[config.mk]
export PLATFORM = sky130hd
export DESIGN_NAME = timer_apb_regs
export DESIGN_NICKNAME = d
export VERILOG_FILES = /design/src/rtl/timer_pkg.sv /design/src/rtl/timer_sticky_flag.sv /design/src/rtl/timer_apb_regs.sv
export SDC_FILE = /design/constraint.sdc
export NUM_CORES = 1
export LEC_CHECK = 0
export CAP_MARGIN = 0
export CORE_MARGIN = 10
export CORE_UTILIZATION = 60
export CTS_CLUSTER_DIAMETER = 100
export DETAILED_ROUTE_END_ITERATION = 10
export DONT_BUFFER_PORTS = 1
export PLACE_DENSITY = 0.86
export REMOVE_ABC_BUFFERS = 1
export SLEW_MARGIN = 40
export SYNTH_ARGS = -nofsm -noshare
export SYNTH_HDL_FRONTEND = slang
export SYNTH_HIERARCHICAL = 1
export SYNTH_SLANG_ARGS = --single-unit
[constraint.sdc]
create_clock -name i_clk_sys -period 2.8 [get_ports i_clk_sys]
set_input_delay 0.56 -clock i_clk_sys [delete_from_list [all_inputs] [get_ports i_clk_sys]]
set_output_delay 0.56 -clock i_clk_sys [all_outputs]
set_load 0.01 [all_outputs]
[src/rtl/timer_pkg.sv]
// ---------------------------------------------------------------------------
// timer_pkg
// Shared definitions for the 8-bit timer's APB register bank:
//   - byte addresses of the four registers (TDR, TCR, TSR, TCNT)
//   - TCR / TSR bit positions and the TCR write mask
//   - the APB responder state enum
//   - addrError(): decides whether an access gets an error response
// ---------------------------------------------------------------------------
package timer_pkg;

  // Register byte addresses
  localparam logic [7:0] ADDR_TDR  = 8'h00;
  localparam logic [7:0] ADDR_TCR  = 8'h01;
  localparam logic [7:0] ADDR_TSR  = 8'h02;
  localparam logic [7:0] ADDR_TCNT = 8'h03;

  // TCR bit positions; bits 6, 3 and 2 always read 0 and ignore writes
  localparam int TCR_LOAD_BIT = 7;
  localparam int TCR_DOWN_BIT = 5;
  localparam int TCR_EN_BIT   = 4;
  localparam int TCR_CKS_MSB  = 1;
  localparam int TCR_CKS_LSB  = 0;

  // Only implemented TCR bits can be written; the rest always read 0
  localparam logic [7:0] TCR_WMASK = 8'hB3;

  // TSR bit positions
  localparam int TSR_OVF_BIT = 0;
  localparam int TSR_UDF_BIT = 1;

  // APB responder states
  typedef enum logic [1:0] {
    IDLE,
    SETUP,
    WAIT,
    ACCESS
  } apb_state_e;

  // Unmapped addresses always error; TCNT is read-only, so writing it errors too
  function automatic logic addrError(input logic [7:0] addr, input logic isWrite);
    return (addr > ADDR_TCNT) || (isWrite && (addr == ADDR_TCNT));
  endfunction

endpackage

[src/rtl/timer_sticky_flag.sv]
// ---------------------------------------------------------------------------
// timer_sticky_flag
// One sticky status bit. A set pulse latches the flag high; a clear pulse
// (write-1-to-clear from the bus) drops it. When both arrive in the same
// cycle the set wins, so an event coinciding with a clear is never lost.
// Ports:
//   clk_i   system clock
//   rst_i   asynchronous reset, active-high (flag goes to 0)
//   set_i   one-cycle event pulse
//   clr_i   one-cycle clear request
//   flag_o  current flag value
// ---------------------------------------------------------------------------
module timer_sticky_flag
  import timer_pkg::*;
(
  input  logic clk_i,
  input  logic rst_i,
  input  logic set_i,
  input  logic clr_i,
  output logic flag_o
);

  logic flag_q;
  logic flag_d;

  // Next value: set has priority over clear, otherwise hold
  always_comb begin
    flag_d = flag_q;
    if (set_i) begin
      flag_d = 1'b1;
    end else if (clr_i) begin
      flag_d = 1'b0;
    end
  end

  // Flag storage, cleared asynchronously by reset
  always_ff @(posedge clk_i or posedge rst_i) begin
    if (rst_i) begin
      flag_q <= 1'b0;
    end else begin
      flag_q <= flag_d;
    end
  end

  assign flag_o = flag_q;

endmodule

[src/rtl/timer_apb_regs.sv]
// ---------------------------------------------------------------------------
// timer_apb_regs
// APB responder and register bank for the 8-bit timer.
//   0x00 TDR  R/W  load value, drives o_datain
//   0x01 TCR  R/W  [7] load (o_wren), [5] down, [4] en, [1:0] cks
//   0x02 TSR  W1C  [0] overflow, [1] underflow (sticky)
//   0x03 TCNT RO   live counter value i_count
// Other addresses, and writes to TCNT, complete with o_pslverr=1 and no effect.
//
// Parameter:
//   WAIT_CYCLES  wait states inserted before o_pready (0..15)
// Ports:
//   i_clk_sys, i_rst               clock, async active-high reset
//   i_psel, i_penable, i_pwrite,
//   i_paddr, i_pwdata              APB request
//   o_prdata, o_pready, o_pslverr  APB response
//   i_count, i_ovf, i_udf          counter status in
//   o_wren, o_datain, o_en,
//   o_down, o_cks                  counter controls out
//
// The state register is updated at the edge ending each bus cycle, so the
// setup cycle itself is recognised from IDLE (or ACCESS for back-to-back)
// and captured at its closing edge. SETUP is then held during the first
// enable cycle, WAIT covers any further wait states, and ACCESS is the
// cycle in which the registered o_pready is high. Net effect: o_pready
// rises WAIT_CYCLES cycles after the first enable cycle.
// ---------------------------------------------------------------------------
module timer_apb_regs
  import timer_pkg::*;
#(
  parameter int unsigned WAIT_CYCLES = 1
) (
  input  logic       i_clk_sys,
  input  logic       i_rst,
  input  logic       i_psel,
  input  logic       i_penable,
  input  logic       i_pwrite,
  input  logic [7:0] i_paddr,
  input  logic [7:0] i_pwdata,
  output logic [7:0] o_prdata,
  output logic       o_pready,
  output logic       o_pslverr,
  input  logic [7:0] i_count,
  input  logic       i_ovf,
  input  logic       i_udf,
  output logic       o_wren,
  output logic [7:0] o_datain,
  output logic       o_en,
  output logic       o_down,
  output logic [1:0] o_cks
);

  localparam logic [4:0] WaitLimit = 5'(WAIT_CYCLES);

  apb_state_e state_q, state_d;
  logic [3:0] waitCnt_q, waitCnt_d;
  logic [4:0] waitInc;
  logic [7:0] addr_q, addr_d;
  logic [7:0] wdata_q, wdata_d;
  logic       write_q, write_d;
  logic       pready_q, pready_d;
  logic       pslverr_q, pslverr_d;
  logic [7:0] tdr_q, tdr_d;
  logic [7:0] tcr_q, tcr_d;
  logic       captureSetup;
  logic       commit;
  logic       clrOvf;
  logic       clrUdf;
  logic       ovfFlag;
  logic       udfFlag;
  logic [7:0] tsrValue;
  logic [7:0] readMux;

  assign waitInc = {1'b0, waitCnt_q} + 5'd1;

  // Responder FSM next state. A setup cycle (psel high, penable low) seen in
  // IDLE or ACCESS starts a transfer and captures address/direction/data.
  // Dropping psel before ACCESS abandons the transfer without a response.
  always_comb begin
    state_d      = state_q;
    waitCnt_d    = waitCnt_q;
    captureSetup = 1'b0;
    case (state_q)
      IDLE: begin
        waitCnt_d = 4'd0;
        if (i_psel && !i_penable) begin
          captureSetup = 1'b1;
          state_d      = (WAIT_CYCLES == 0) ? ACCESS : SETUP;
        end
      end
      SETUP: begin
        if (!i_psel) begin
          state_d = IDLE;
        end else if (i_penable) begin
          if (WAIT_CYCLES <= 1) begin
            state_d = ACCESS;
          end else begin
            state_d   = WAIT;
            waitCnt_d = 4'd1;
          end
        end
      end
      WAIT: begin
        if (!i_psel) begin
          state_d = IDLE;
        end else if (waitInc >= WaitLimit) begin
          state_d = ACCESS;
        end else begin
          waitCnt_d = waitInc[3:0];
        end
      end
      ACCESS: begin
        waitCnt_d = 4'd0;
        if (i_psel && !i_penable) begin
          captureSetup = 1'b1;
          state_d      = (WAIT_CYCLES == 0) ? ACCESS : SETUP;
        end else begin
          state_d = IDLE;
        end
      end
      default: begin
        state_d = IDLE;
      end
    endcase
  end

  // Request capture: the setup-cycle values are what gets decoded, so later
  // changes on the bus during the enable cycles cannot affect the transfer
  always_comb begin
    addr_d  = addr_q;
    write_d = write_q;
    wdata_d = wdata_q;
    if (captureSetup) begin
      addr_d  = i_paddr;
      write_d = i_pwrite;
      wdata_d = i_pwdata;
    end
  end

  // Response flags are registered: they are high exactly in ACCESS, and the
  // error decision uses the request that ACCESS will complete
  always_comb begin
    pready_d  = (state_d == ACCESS);
    pslverr_d = pready_d && addrError(addr_d, write_d);
  end

  // A write commits on the edge that ends ACCESS, and only to a valid target
  always_comb begin
    commit = (state_q == ACCESS) && write_q;
    tdr_d  = tdr_q;
    tcr_d  = tcr_q;
    clrOvf = 1'b0;
    clrUdf = 1'b0;
    if (commit) begin
      case (addr_q)
        ADDR_TDR: tdr_d = wdata_q;
        ADDR_TCR: tcr_d = wdata_q & TCR_WMASK;
        ADDR_TSR: begin
          clrOvf = wdata_q[TSR_OVF_BIT];
          clrUdf = wdata_q[TSR_UDF_BIT];
        end
        default: ;
      endcase
    end
  end

  // Read data is driven only during a read ACCESS. TSR shows the flags as
  // they stand before the closing edge; TCNT shows the live count.
  always_comb begin
    readMux = 8'h00;
    if ((state_q == ACCESS) && !write_q) begin
      case (addr_q)
        ADDR_TDR:  readMux = tdr_q;
        ADDR_TCR:  readMux = tcr_q;
        ADDR_TSR:  readMux = tsrValue;
        ADDR_TCNT: readMux = i_count;
        default:   readMux = 8'h00;
      endcase
    end
  end

  // All bus and register state, cleared asynchronously so a reset in the
  // middle of a transfer drops o_pready at once and nothing gets committed
  always_ff @(posedge i_clk_sys or posedge i_rst) begin
    if (i_rst) begin
      state_q   <= IDLE;
      waitCnt_q <= 4'd0;
      addr_q    <= 8'h00;
      wdata_q   <= 8'h00;
      write_q   <= 1'b0;
      pready_q  <= 1'b0;
      pslverr_q <= 1'b0;
      tdr_q     <= 8'h00;
      tcr_q     <= 8'h00;
    end else begin
      state_q   <= state_d;
      waitCnt_q <= waitCnt_d;
      addr_q    <= addr_d;
      wdata_q   <= wdata_d;
      write_q   <= write_d;
      pready_q  <= pready_d;
      pslverr_q <= pslverr_d;
      tdr_q     <= tdr_d;
      tcr_q     <= tcr_d;
    end
  end

  // Sticky status flags; events are captured every cycle regardless of the bus
  timer_sticky_flag u_ovf_flag (
    .clk_i  (i_clk_sys),
    .rst_i  (i_rst),
    .set_i  (i_ovf),
    .clr_i  (clrOvf),
    .flag_o (ovfFlag)
  );

  timer_sticky_flag u_udf_flag (
    .clk_i  (i_clk_sys),
    .rst_i  (i_rst),
    .set_i  (i_udf),
    .clr_i  (clrUdf),
    .flag_o (udfFlag)
  );

  assign tsrValue  = {6'b000000, udfFlag, ovfFlag};

  assign o_prdata  = readMux;
  assign o_pready  = pready_q;
  assign o_pslverr = pslverr_q;

  assign o_wren    = tcr_q[TCR_LOAD_BIT];
  assign o_datain  = tdr_q;
  assign o_en      = tcr_q[TCR_EN_BIT];
  assign o_down    = tcr_q[TCR_DOWN_BIT];
  assign o_cks     = tcr_q[TCR_CKS_MSB:TCR_CKS_LSB];

endmodule

==> results of run 1 <==
[final cells by class]
type,instances,area [um2]
clock inverters,2,38.8
repair buffers,4,32.5
fillers,274,1100
flip-flops and latches,40,1000
clock buffers,6,51.3
inverters,15,56.3
well taps,46,57.6
multi-input cells,118,970
[worst max-delay path by stage]
stage / start / to
floorplan: state_q[0]$_DFF_PP0_ / addr_q[0]$_DFF_PP0_
global placement: addr_q[4]$_DFF_PP0_ / o_prdata[0]
detailed placement: addr_q[4]$_DFF_PP0_ / o_prdata[0]
CTS: addr_q[4]$_DFF_PP0_ / o_prdata[0]
global route: addr_q[4]$_DFF_PP0_ / o_prdata[6]
finish: addr_q[4]$_DFF_PP0_ / o_prdata[2]
[metal layers]
layer | GRT usage [%] | part of all wire, %
met1 | 16.6 | 37
met2 | 24.8 | 50
met5 | 0 | 0
met3 | 8.20 | 12
met4 | 5.38 | 1.2
[per-stage QoR]
stage                     area, um2  setup slack (ns)
after detailed placement       2100             0.450
after floorplan                2020           0.00701
after CTS                      2200            0.0507
after global placement         2100             0.505
final                          2210             0.221
after global routing           2210            0.0924
[critical path, delay by kind of cell, from the launching register on]
family                 cells  cell delay (ns)
AND/OR/NAND/NOR            4             1.10
flip-flops                 1             0.40
buffers and inverters      1             0.18
[state kept, by name, indices dropped and copies added, names as in the netlist]
| name | cells |
|---|---|
| o_pready | 1 |
| u_ovf_flag/flag_o | 1 |
| waitCnt_q | 4 |
| state_q | 2 |
| o_pslverr | 1 |
| o_datain | 8 |
| addr_q | 8 |
| wdata_q | 8 |
| tcr_q | 5 |
| u_udf_flag/flag_o | 1 |
| write_q | 1 |
[cells in the final DEF, fill, tap and decap left out, types with 2 or more instances in the layout]
master / Yosys / layout
a21oi_1: 6 / 6
inv_1: 15 / 15
nand3_1: 2 / 2
a22oi_1: 3 / 3
dfrtp_1: 40 / 40
mux4_2: 2 / 2
nor2_1: 18 / 18
nand4_1: 2 / 2
nor3_4: 2 / 2
o21ai_0: 8 / 8
nand2b_1: 2 / 2
nand2_1: 8 / 8
a21o_1: 2 / 2
nor2b_1: 3 / 3
mux2i_1: 3 / 3
ha_1: 6 / 6
buf_4: 0 / 3
clkbuf_4: 0 / 5
mux2_2: 28 / 28
or4_4: 2 / 2
o311ai_0: 2 / 2
and2_1: 2 / 2
[logic make-up after synthesis]
| family | after synthesis | synth area share (%) |
|---|---|---|
| adders and majority gates | 6 | 3.68 |
| and+or+nand+nor | 50 | 14.5 |
| AOI/OAI and AO/OA | 29 | 9.99 |
| buffers and inverters | 20 | 3.68 |
| muxes | 33 | 19.1 |
| DFF | 40 | 49.0 |
[power by group]
part	leakage [nW]	internal, mW	total, mW	switching, mW
logic	0.425	0.349	0.672	0.323
clock network	0.0484	0.214	0.406	0.192
registers	0.507	0.760	0.975	0.216
total	0.980	1.32	2.05	0.730
[cell usage after synthesis, drive strengths merged]
cell	count	share of area, %
inv	15	2.8
nand4	2	0.61
clkbuf	5	0.92
nand3b	1	0.37
nor2	18	3.3
a21o	2	0.74
or2	1	0.31
and2	2	0.61
o21ai	8	2.0
a22oi	3	1.1
or4	2	1.1
nor3b	2	1.3
o311ai	2	0.86
a22o	1	0.43
dfrtp	40	49
nand3	3	0.98
nor4	1	0.31
a21boi	1	0.37
nand2b	2	0.61
nor3	3	1.8
and3b	1	0.43
nor2b	3	0.92
o31ai	1	0.37
o211a	1	0.49
mux2	28	15
or3	1	0.31
nand2	8	1.5
a21oi	6	1.5
o32a	1	1.1
ha	6	3.7
a2111oi	1	0.43
mux4	2	2.2
o22ai	1	0.31
mux2i	3	1.5
o21a	1	0.37
[repair_timing]
| item | CTS | global route |
|---|---|---|
| endpoints found under the hold margin | 2 | 0 |
| hold buffers | 1 | 0 |
| setup buffers | 0 | 1 |
| setup endpoints to repair | 0 | 8 |
==> results.py, run 1 <==
metrics = {
    "outcome": {
        "status": "complete, no violations",
    },
    "worst_setup_path": {
        "r2r_end": "waitCnt_q[3]$_DFFE_PP0P_",
        "crit_required_ns": 2.24,
        "critPathMaxStageDelay_ns": 0.55,
        "path_class": "reg2out",
        "cp-end-kind": "output pin",
        "critical_path.cell_chain": "or4_4, nor3_4, nand3b_1, buf_4, nor2_1",
        "slowest_stage": "or4_4",
        "worstPathMaxFanout": 8,
        "reg2reg_depth": 6,
        "r2r-start": "waitCnt_q[0]$_DFFE_PP0P_",
        "arrival_ns": 2.02,
        "r2r_slack_ns": 0.55,
        "startpoint_type": "flip-flop",
    },
    "place": {
        "hpwlAfterDp_um": 3560,
        "post-place-cells": 221,
        "gp_congestion": 0.782,
        "port_buffers": 0,
    },
    "grt": {
        "antenna_found_initial": 0,
        "track_usage_pct": 15.3,
        "grt_pass1_vias": 1550,
        "grt_overflow": 0,
        "grt_max_degree": 27,
        "grt_pass1_wl_um": 7500,
    },
    "floorplan": {
        "start_util_pct": 61.6,
        "die_x_um": 78.3,
        "die-area_um2": 6130,
        "ios": 54,
        "core_um2": 3310,
        "fp-row-count": 21,
        "die_height_um": 78.3,
    },
    "timing": {
        "setup_violations": 0,
        "hold_viol": 0,
        "relSlewSlack_pct": 65.9,
        "post-route-min-period_ns": 2.58,
        "worst_pin_slew_ns": 0.512,
        "rsz0062_at_grt": "no",
        "finalSetupTns_ns": 0,
        "max_freq_ghz": 0.388,
        "fin_crit_sh_pct": 92.1,
        "drv_slew": 0,
        "skew_ns": 0.0143,
        "fin_hold_ws_ns": 0.0917,
    },
    "cells_and_area": {
        "nNetsFinal": 221,
        "utilization_pct": 66.7,
        "drive_above_1_share_pct": 26.5,
        "synthToLayoutAreaGrowth_pct": 8.15,
        "fin_cells": 231,
        "diodes": 0,
    },
    "detailed_routing": {
        "initialDrtViolationCount": 104,
        "num_vias": 1388,
        "viasPerCell": 6.01,
        "wl_per_cell_um": 19.6,
        "route.detailed.drc": 0,
        "ant_nets": 0,
        "drt_first_pass_iters": 4,
        "routed_wirelength_um": 4520,
    },
    "power": {
        "powerDensity_nw_per_um2": 930,
        "max-vdd-ir-drop_uv": 582,
        "power_leakage_nw": 0.980,
        "power.total_mw": 2.05,
    },
    "logic_synthesis": {
        "yosysWarningCount": 6,
        "synth_area_per_cell_um2": 11.5,
        "yosys.cell_types.count": 38,
        "syn-cell-area_um2": 2040,
        "ys_ff_latch": 40,
        "synthCells": 178,
        "seq_area_frac_synth_pct": 49.0,
    },
    "clock_network": {
        "clock_latency_ns": 0.35,
        "cts_tree": "done",
        "clk_pin_slew_worst_paths_ns": 0.13,
        "numCtsBuffers": 5,
        "cts_max_level": 2,
        "cts.sinks": 40,
        "clockBufferDepth": 2,
        "cts-resized-gates": 0,
        "root_buffer": "clkbuf_4",
    },
    "worst_hold_path": {
        "hold_class": "in2async",
    },
    "job": {
        "maxCapViolCount": 0,
    },
}
Power figures use the tool's default switching activity.
==> inputs of run 2 (changes only) <==
--- a/config.mk
+++ b/config.mk
@@ -12,7 +12,6 @@
 export DETAILED_ROUTE_END_ITERATION = 10
 export DONT_BUFFER_PORTS = 1
 export PLACE_DENSITY = 0.86
-export REMOVE_ABC_BUFFERS = 1
 export SLEW_MARGIN = 40
 export SYNTH_ARGS = -nofsm -noshare
 export SYNTH_HDL_FRONTEND = slang
==> results.py, run 2 (synthesis gave the netlist of run 1 again) <==
metrics = {
    "outcome": {
        "status": "complete, no violations",
    },
    "place": {
        "gp_congestion": 0.805,
        "place_area_um2": 2100,
        "hpwlAfterDp_um": 3660,
        "port_buffers": 0,
    },
    "cells_and_area": {
        "n_fill_cell": 266,
        "nNetsFinal": 220,
        "register_area_um2": 1000,
        "diodes": 0,
        "final_common_cell": "dfrtp_1",
        "final_cell_area_um2": 2160,
        "mostFrequentLayoutCells": "dfrtp_1, mux2_2, nor2_1",
        "synthToLayoutAreaGrowth_pct": 5.82,
        "drive_above_1_share_pct": 25.7,
        "multi_input_area_um2": 970,
    },
    "floorplan": {
        "die_height_um": 78.3,
        "core_um2": 3310,
        "die-area_um2": 6130,
        "die_x_um": 78.3,
        "start_util_pct": 61.6,
        "fp-row-count": 21,
        "ios": 54,
    },
    "timing": {
        "max_freq_ghz": 0.376,
        "worst_pin_slew_ns": 0.541,
        "fin_hold_ws_ns": 0.198,
        "post-route-min-period_ns": 2.66,
        "relSlewSlack_pct": 63.9,
        "drv_slew": 0,
        "fin_crit_sh_pct": 95.1,
        "setup_violations": 0,
        "skew_ns": 0.0121,
        "rsz0062_at_grt": "yes",
        "hold_viol": 0,
    },
    "worst_setup_path": {
        "crit_required_ns": 2.24,
        "cp-end-kind": "output pin",
        "startpoint_type": "flip-flop",
        "worstPathMaxFanout": 8,
        "arrival_ns": 2.10,
        "path_class": "reg2out",
    },
    "job": {
        "maxCapViolCount": 0,
    },
    "power": {
        "power_leakage_nw": 0.954,
        "p_sw_uw": 744,
        "max-vdd-ir-drop_uv": 455,
        "internal_power_mw": 1.20,
        "pwr-share-comb_pct": 35.1,
        "power.clock.fraction_pct": 14.2,
        "netSwitchingFraction_pct": 38.2,
        "powerDensity_nw_per_um2": 901,
        "pwr-share-seq_pct": 50.7,
    },
    "clock_network": {
        "cts_setup_buffers": 0,
        "numCtsBuffers": 5,
        "cts_max_level": 2,
        "cts.sinks": 40,
        "root_buffer": "clkbuf_4",
        "clock_latency_ns": 0.36,
        "clockBufferDepth": 2,
        "cts-resized-gates": 0,
        "clk_pin_slew_worst_paths_ns": 0.12,
        "cts_tree": "done",
    },
    "detailed_routing": {
        "drt_first_pass_iters": 4,
        "wl_per_cell_um": 20.7,
        "routed_wirelength_um": 4740,
        "viasPerCell": 6.17,
        "num_vias": 1414,
        "initialDrtViolationCount": 140,
        "route.detailed.drc": 0,
        "ant_nets": 0,
    },
    "grt": {
        "antenna_found_initial": 0,
        "grt_pass1_vias": 1521,
        "grt_max_degree": 39,
        "track_usage_pct": 16.2,
        "grt_overflow": 0,
        "grt_pass1_wl_um": 7860,
    },
    "logic_synthesis": {
        "syn_nets": 215,
    },
    "worst_hold_path": {
        "hold_class": "in2async",
    },
}
-- run 2: layer usage --
layer	wire (um)	up-vias	part of all wire (%)	global-route usage (%)
met3	446	12	9.4	7.63
met1	1720	715	36	17.5
met2	2470	54	52	27.2
met5	0	-	0	0
met4	101	0	2.1	5.91
li1	-	633	-	-
-- run 2: area by class of cell --
class	count	share of cell area (%)
Clock buffer	5	1.74
Inverter	15	2.61
Sequential cell	40	46.3
Tap cell	46	2.67
Multi-Input combinational cell	118	44.9
Timing Repair Buffer	3	1.16
Clock inverter	2	0.579
-- run 2: power by group through the flow --
stage          clock network (mW)  registers (mW)  logic, mW
3_5_place_dp                    0           0.998      0.675
6_report                    0.276           0.986      0.684
5_1_grt                     0.301            1.02      0.765
4_1_cts                     0.282           0.985      0.683
2_1_floorplan                   0           0.886      0.606
3_3_place_gp                    0           0.975      0.612
-- run 2: final timing paths --
check / endpoint / slack [ns] / cells past startpoint / start
max: o_prdata[0] / 0.14 / 4 / addr_q[4]$_DFF_PP0_
min: tcr_q[1]$_DFFE_PP0P_ / 0.20 / 2 / i_rst
min in group i_clk_sys: u_ovf_flag/flag_o$_DFFE_PP0P_ / 0.28 / 1 / i_ovf
max in group asynchronous: u_udf_flag/flag_o$_DFFE_PP0P_ / 2.20 / 2 / i_rst
max reg2reg: waitCnt_q[3]$_DFFE_PP0P_ / 0.50 / 6 / waitCnt_q[0]$_DFFE_PP0P_
min reg2reg: u_udf_flag/flag_o$_DFFE_PP0P_ / 0.50 / 1 / u_udf_flag/flag_o$_DFFE_PP0P_
-- run 2: timing repair --
action | CTS | global route
setup endpoints to repair | 0 | 4
hold endpoints to repair | 2 | 0
hold buffers | 1 | 0
-- run 2: critical path: stages, from the launching register on --
cell and delay [ns]:
dfrtp_1 0.40, or4_4 0.55, nor3_4 0.19, nand3b_1 0.30
nor2b_1 0.31
-- run 2: stage by stage --
step           setup slack [ns]  util [%]  cells  TNS, ns  power (mW)
2_1_floorplan             0.717         -    178        0        1.49
3_3_place_gp              0.558      63.4    221        0        1.59
3_5_place_dp              0.507      63.4    221        0        1.67
4_1_cts                   0.102      65.2    229        0        1.95
5_1_grt                 -0.0233      65.2    229  -0.0421        2.09
6_report                  0.137      65.2    229        0        1.95
==> inputs of run 3 (changes only) <==
--- a/config.mk
+++ b/config.mk
@@ -15,5 +15,4 @@
 export SLEW_MARGIN = 40
 export SYNTH_ARGS = -nofsm -noshare
 export SYNTH_HDL_FRONTEND = slang
-export SYNTH_HIERARCHICAL = 1
 export SYNTH_SLANG_ARGS = --single-unit
==> results.py, run 3 <==
metrics = {
    "power": {
        "power_leakage_nw": 0.937,
        "power.total_mw": 1.95,
        "powerDensity_nw_per_um2": 910,
        "max-vdd-ir-drop_uv": 481,
    },
    "logic_synthesis": {
        "yosysTopAreaCell": "dfrtp_1",
        "seq_area_frac_synth_pct": 49.8,
        "syn-cell-area_um2": 2010,
        "synth_area_per_cell_um2": 12.0,
        "yosys.cell_types.count": 38,
        "synth_top_cells_by_area": "dfrtp_1, mux2_2, ha_1",
        "yosysWarningCount": 0,
        "synth_edf_count": 0,
        "ys_top_cells_by_count": "dfrtp_1, mux2_2, nor2_1, inv_1",
        "syn_nets": 205,
        "synth_most_common_cell": "dfrtp_1",
        "synthArstFlopShare_pct": 100,
        "yosys.area.top_type_share_pct": 49.8,
        "synthFlopType": "dfrtp_1",
        "synthCells": 168,
        "ys_ff_latch": 40,
    },
    "clock_network": {
        "clock_latency_ns": 0.35,
        "clk_pin_slew_worst_paths_ns": 0.12,
        "hold_buffers": 0,
        "root_buffer": "clkbuf_4",
        "cts.sinks": 40,
        "cts_max_level": 2,
        "cts_tree": "done",
        "cts-resized-gates": 0,
        "clockBufferDepth": 2,
        "numCtsBuffers": 5,
        "cts_setup_buffers": 0,
    },
    "cells_and_area": {
        "utilization_pct": 68.4,
        "nNetsFinal": 209,
        "final_common_cell": "dfrtp_1",
        "n_fill_cell": 235,
        "synthToLayoutAreaGrowth_pct": 6.48,
        "drive_above_1_share_pct": 28.3,
        "diodes": 0,
        "mostFrequentLayoutCells": "dfrtp_1, mux2_2, nor2_1",
    },
    "timing": {
        "hold_viol": 0,
        "worst_pin_slew_ns": 0.706,
        "skew_ns": 0.0125,
        "max_freq_ghz": 0.392,
        "fin_crit_sh_pct": 91.2,
        "post-route-min-period_ns": 2.55,
        "setup_violations": 0,
        "relSlewSlack_pct": 52.9,
        "drv_slew": 0,
        "rsz0062_at_grt": "no",
        "finalSetupTns_ns": 0,
    },
    "worst_setup_path": {
        "path_buf_inv": 0,
        "critPathTopFamily": "simple AND/OR/NAND/NOR gates",
        "slowest_stage": "dfrtp_1",
        "critPathMaxStageDelay_ns": 0.40,
        "path_class": "reg2out",
        "startpoint_type": "flip-flop",
        "arrival_ns": 1.99,
        "critical_path.cell_chain": "nor4_1, and2_1, nand3b_1, nor2b_1",
        "worstPathMaxFanout": 8,
        "cp-end-kind": "output pin",
        "reg2reg_depth": 6,
        "crit_required_ns": 2.24,
        "crit_cells": 4,
    },
    "grt": {
        "track_usage_pct": 14.5,
        "antenna_found_initial": 0,
        "grt_max_degree": 23,
        "grt_pass1_vias": 1486,
        "grt_overflow": 0,
        "grt_pass1_wl_um": 7130,
    },
    "detailed_routing": {
        "route.detailed.drc": 0,
        "drt_first_pass_iters": 4,
        "ant_nets": 0,
        "routed_wirelength_um": 4290,
        "num_vias": 1294,
        "viasPerCell": 5.96,
        "initialDrtViolationCount": 54,
        "wl_per_cell_um": 19.8,
    },
    "floorplan": {
        "core_um2": 3130,
        "die-area_um2": 6060,
        "start_util_pct": 64.2,
        "fp-row-count": 20,
        "die_height_um": 77.9,
        "die_x_um": 77.9,
        "ios": 54,
    },
    "place": {
        "gp_congestion": 0.783,
        "hpwlAfterDp_um": 3350,
        "port_buffers": 0,
    },
    "job": {
        "maxCapViolCount": 0,
    },
    "outcome": {
        "status": "complete, no violations",
    },
    "worst_hold_path": {
        "hold_class": "in2async",
    },
}
## run 3: worst register-to-register path, cell delays in order (launching register included)
cell and delay, ns:
dfrtp_1 0.43, inv_2 0.07, ha_1 0.20, or4_4 0.56, o32ai_4 0.35, nand2_2 0.12, o31ai_1 0.25
## run 3: stage by stage
step	cell area, um2	setup slack, ns	std cells	hold WS, ns
after floorplan	2010	0.814	168	0.444
after global placement	2060	0.713	209	0.454
after detailed placement	2060	0.643	209	0.470
after CTS	2140	0.229	217	0.215
after global routing	2140	0.116	217	0.256
final	2140	0.246	217	0.191
## run 3: per-layer routing
| metal | track usage, % | part of all wire [%] | vias up |
|---|---|---|---|
| met5 | 0 | 0 | - |
| met4 | 7.12 | 3.0 | 0 |
| met3 | 7.03 | 9.0 | 12 |
| met2 | 24.5 | 51 | 46 |
| met1 | 14.6 | 37 | 623 |
| li1 | - | - | 613 |
## run 3: logic make-up (layout without fill, tap and decap cells)
logic type               count (synthesis)  after routing  share of synthesized area [%]
AO/OA/AOI/OAI                           28             28                           10.3
adder cells (fa/ha/maj)                  6              6                           3.74
buffers and inverters                   14             19                           2.74
flip-flops                              40             40                           49.8
multiplexers                            36             36                           21.1
AND/OR/NAND/NOR                         44             44                           12.3
## run 3: power breakdown
part	switching [mW]	leakage, nW	internal (mW)
sequential	0.189	0.507	0.743
combinational	0.308	0.388	0.336
clock	0.184	0.0422	0.187
total	0.681	0.937	1.27
## run 3: worst paths after layout
check | from | endpoint | slack, ns
setup / recovery | addr_q[6]$_DFF_PP0_ | o_prdata[0] | 0.25
hold / removal | i_rst | waitCnt_q[2]$_DFFE_PP0P_ | 0.19
setup reg to reg | waitCnt_q[0]$_DFFE_PP0P_ | waitCnt_q[3]$_DFFE_PP0P_ | 0.70
hold reg to reg | u_ovf_flag.flag_o$_DFFE_PP0P_ | u_ovf_flag.flag_o$_DFFE_PP0P_ | 0.50
max in group asynchronous | i_rst | wdata_q[3]$_DFFE_PP0P_ | 1.86
min in group i_clk_sys | i_ovf | u_ovf_flag.flag_o$_DFFE_PP0P_ | 0.29
## run 3: cell type report
| type | count | area (um2) | area share [%] |
|---|---|---|---|
| Sequential cell | 40 | 1000 | 46.8 |
| Multi-Input combinational cell | 114 | 957 | 44.8 |
| Clock buffer | 6 | 41.3 | 1.93 |
| Clock inverter | 2 | 35.0 | 1.64 |
| Timing Repair Buffer | 2 | 15.0 | 0.702 |
| Inverter | 9 | 33.8 | 1.58 |
| Tap cell | 44 | 55.1 | 2.57 |
